### src/rtl/cpc_ram_bank_ctrl.sv
// CPC RAM-expansion banking controller: snoops gate-array RAM config writes and
// decodes each memory cycle onto the card SRAM (RAMDIS, CE/OE/WE, high address).
module cpc_ram_bank_ctrl #(
  parameter int unsigned NBANK_BITS = 3
) (
  input  logic                  CLK,
  input  logic                  RESET,
  input  logic                  A15,
  input  logic                  A14,
  input  logic [7:0]            D,
  input  logic                  IOREQ_B,
  input  logic                  MREQ_B,
  input  logic                  M1_B,
  input  logic                  RFSH_B,
  input  logic                  RD_B,
  input  logic                  WR_B,
  input  logic                  ROMEN_B,
  output logic                  RAMDIS,
  output logic                  RAM_CE_B,
  output logic                  RAM_OE_B,
  output logic                  RAM_WE_B,
  output logic [NBANK_BITS+1:0] RA,
  output logic [2:0]            CFG_MODE,
  output logic [NBANK_BITS-1:0] CFG_BANK
);

  localparam int unsigned RaW = NBANK_BITS + 2;

  localparam logic [2:0] ModeInt    = 3'd0;
  localparam logic [2:0] ModeTop    = 3'd1;
  localparam logic [2:0] ModeAll    = 3'd2;
  localparam logic [2:0] ModeTopAlt = 3'd3;

  logic                  iowr_d, iowr_q;
  logic [2:0]            mode_d, mode_q;
  logic [NBANK_BITS-1:0] bank_d, bank_q;
  logic [RaW-1:0]        ra_d, ra_q;

  logic                  iowr;
  logic                  load;
  logic [1:0]            blk;
  logic                  mem;
  logic                  mapped;
  logic [1:0]            exp_idx;
  logic                  sel;
  logic [RaW-1:0]        ra_new;

  // Interrupt acknowledge (M1 low with IOREQ) must never look like an OUT.
  assign iowr = !IOREQ_B && !WR_B && M1_B && !A15 && D[7] && D[6];
  assign load = iowr && !iowr_q;

  always_comb begin
    iowr_d = iowr;
    mode_d = mode_q;
    bank_d = bank_q;
    if (load) begin
      mode_d = D[2:0];
      bank_d = D[3 +: NBANK_BITS];
    end
  end

  assign blk = {A15, A14};
  assign mem = !MREQ_B && RFSH_B;

  always_comb begin
    mapped  = 1'b0;
    exp_idx = 2'd0;
    case (mode_q)
      ModeInt: begin
        mapped  = 1'b0;
        exp_idx = 2'd0;
      end
      // The 4000 remap in mode 3 is handled by the host, so both only take C000.
      ModeTop, ModeTopAlt: begin
        mapped  = (blk == 2'd3);
        exp_idx = 2'd3;
      end
      ModeAll: begin
        mapped  = 1'b1;
        exp_idx = blk;
      end
      default: begin
        mapped  = (blk == 2'd1);
        exp_idx = mode_q[1:0];
      end
    endcase
  end

  assign sel    = mem && mapped && !RESET;
  assign ra_new = {bank_q, exp_idx};

  // Address lines hold their last driven value while idle to avoid SRAM glitches.
  always_comb begin
    ra_d = ra_q;
    if (sel) begin
      ra_d = ra_new;
    end
  end

  always_ff @(posedge CLK or posedge RESET) begin
    if (RESET) begin
      iowr_q <= 1'b0;
      mode_q <= 3'd0;
      bank_q <= '0;
      ra_q   <= '0;
    end else begin
      iowr_q <= iowr_d;
      mode_q <= mode_d;
      bank_q <= bank_d;
      ra_q   <= ra_d;
    end
  end

  assign RAMDIS   = sel;
  assign RAM_CE_B = !sel;
  assign RAM_WE_B = !(sel && !WR_B);
  // Enabled ROM wins reads; the SRAM stays off the bus but still accepts writes.
  assign RAM_OE_B = !(sel && !RD_B && ROMEN_B);
  assign RA       = sel ? ra_new : ra_q;
  assign CFG_MODE = mode_q;
  assign CFG_BANK = bank_q;

endmodule

### config.mk
export PLATFORM = sky130hd
export DESIGN_NAME = cpc_ram_bank_ctrl
export DESIGN_NICKNAME = d
export VERILOG_FILES = /design/src/rtl/cpc_ram_bank_ctrl.sv
export SDC_FILE = /design/constraint.sdc
export NUM_CORES = 1
export LEC_CHECK = 0
export CAP_MARGIN = 20
export CORE_MARGIN = 3
export CORE_UTILIZATION = 38
export DETAILED_ROUTE_END_ITERATION = 7
export PLACE_DENSITY = 0.84
export SLEW_MARGIN = 0
export SYNTH_ARGS = -nofsm -noshare
export SYNTH_HDL_FRONTEND = slang
export SYNTH_SLANG_ARGS = --single-unit
### constraint.sdc
create_clock -name CLK -period 3 [get_ports CLK]
set_clock_uncertainty 0.2 [all_clocks]
set_input_delay 0.6 -clock CLK [delete_from_list [all_inputs] [get_ports CLK]]
set_output_delay 0.6 -clock CLK [all_outputs]
set_load 0.1 [all_outputs]
==> flow_summary.toml <==
[die]
start_util_pct = 41.9
die-height_um = 44.6
die_x_um = 44.6
die_area_um2 = 1990
row_count = 13
core_area_um2 = 1350
io_pins = 34

[cts]
ctsHoldBuffers = 0
cts_buffers = 3
clock_path_buffers = 2
cts.sinks = 12
clkLatencyLatePin_ns = 0.27
root_buffer = "clkbuf_4"
clkTransAtPathRegs_ns = 0.07
htree_levels = 1
cts_tree = "built"

[finish]
num-fill-cells = 80
nets = 102
drive_gt1_share_pct = 50.0
diodes = 0
synthToLayoutAreaGrowth_pct = 86.5
postLayoutCellArea_um2 = 1050

[grt]
antenna_found_initial = 0
grt_pass1_vias = 517
grt.overflow.total = 0
track_usage_pct = 16.3
grt_max_degree = 13
grt_pass1_wl_um = 2280

[synthesis]
yosysSeqAreaShare_pct = 53.1
synth_cells = 42
synth.top_cell.area_share_pct = 53.1
synth.distinct_cells = 15
synthMostInstantiatedCell = "dfrtp_1"
ys_top_cells_by_count = "dfrtp_1, mux2_1, mux2_2"
syn_nets = 61
synth_edf_count = 0
synth.area.top_cells = "dfrtp_1, mux2_1, mux2_2, nor4b_4, nor4_4"
synth-seq-cells = 12
avgSynthCellArea_um2 = 13.5
synth_top_cell_by_area = "dfrtp_1"
synthFlopType = "dfrtp_1"
async_flop_share_pct = 100
yosysWarnings = 0
synth_area_um2 = 566

[sta]
min_period_over_period_pct = 97.3
worst_slew_pin_slew_ns = 0.501
hold_viol_final = 0
fmax_ghz = 0.343
setup_viol = 0
setup_tns_ns = 0
relSlewSlack_pct = 66.4
min_period_ns = 2.92
rsz0062_at_grt = "no"
drv_slew = 0
fin_ws_ns = 0.0822

[min_path]
hp-class = "in -> async"

[setup_path]
r2r_end = "ra_q[3]"
critPathMaxFanout = 8
endpoint_kind = "primary output"
cp-start-kind = "primary input"
worst_r2r_path_depth = 4
reg2reg_slack_ns = 1.28
required_ns = 2.20
crit_type = "in -> out"
reg2reg_from = "CFG_MODE[2]"
worstPathArrival_ns = 2.12

[route]
wl_per_cell_um = 14.1
drt.antenna.violating_nets = 0
drc = 0
drtIter0Drc = 2
finalWirelength_um = 1370
dr_total_vias = 475
viasPerCell = 4.90
firstDrtPassIters = 3

[placement]
placed_area_um2 = 1010
hpwl_um = 1150
place_ws_ns = 0.0246
routabilityCongestion = 0.719
io_buffer_count = 33

[pwr]
p_leak_nw = 0.463
p_per_area_nw_per_um2 = 938
vdd_drop_max_v = 0.000665
p_total_w = 0.000990

[outcome]
status = "finished, final reports clean"

[job]
cap_violations = 0
[through the flow]
step           hold slack, ns  utilization, %  instances
4_1_cts                 0.341            77.1         96
2_1_floorplan           0.264               -         42
3_3_place_gp            0.321            75.2         92
6_report                0.201            78.1         97
3_5_place_dp            0.325            75.2         92
5_1_grt                 0.241            78.1         97
[cell type report]
type                       count  area, um2  share of cell area (%)
timing repair buffer          36        430                    40.8
sequential                    12        304                    28.8
multi-input combinational     26        256                    24.3
clock buffer                   4       26.3                    2.49
inverter                       4       18.8                    1.78
tap                           15       18.8                    1.78
[where the power goes]
part	internal, W	switching, W
logic	0.000210	0.000446
clock network	0.0000514	0.0000513
registers	0.000208	0.0000230
[state kept, by name, summed over array words and instances, names as in the netlist]
signal and flops:
CFG_BANK 3, CFG_MODE 3, ra_q 5, iowr_q 1
[placed cells by master (no fill, tap or decap), drive strengths merged]
master | netlist | final
a211o | 1 | 1
buf | 0 | 18
clkbuf | 0 | 4
clkdlybuf4s50 | 0 | 17
clkinvlp | 0 | 1
dfrtp | 12 | 12
dlymetal6s2s | 0 | 1
inv | 4 | 3
mux2 | 10 | 10
nand2 | 2 | 2
nand3 | 1 | 1
nand4b | 1 | 1
nor3 | 2 | 2
nor4 | 1 | 1
nor4b | 1 | 1
o21ai | 5 | 5
or2 | 1 | 1
or3b | 1 | 1
[cell families after synthesis]
kind of cell / share of synthesized area, %
flip-flops: 53.1
multiplexers: 19.9
AND/OR/NAND/NOR: 18.4
AO/OA/AOI/OAI: 5.97
buffers and inverters: 2.65
[per-layer routing]
layer / share of wire [%] / GRT usage, % / vias up
met2: 55 / 29.8 / 20
met3: 8.2 / 4.47 / 0
li1: - / - / 231
met1: 37 / 17.0 / 224
met4: 0 / 7.23 / 0
met5: 0 / 0 / -
[worst max-delay path, stage by stage]
cell and delay, ns:
clkdlybuf4s50_1 0.44, nor4b_4 0.31, nand3_4 0.17, or3b_4 0.42, buf_12 0.17
[worst max path at each step]
stage	depth (start not counted)	start	slack [ns]	endpoint
final	5	MREQ_B	0.08	RAM_OE_B
after global routing	5	MREQ_B	0.006	RAM_OE_B
after CTS	6	A14	0.02	RAM_OE_B
after detailed placement	6	A14	0.02	RAM_OE_B
after global placement	5	MREQ_B	0.06	RAM_OE_B
after floorplan	4	CFG_MODE[2]	-0.02	RA[0]
[timing repair]
item / in CTS / in global routing
resized for setup: 0 / 2
setup endpoints to repair: 0 / 1
setup buffers: 0 / 1
Note: power is estimated with default switching activity, not from simulation.
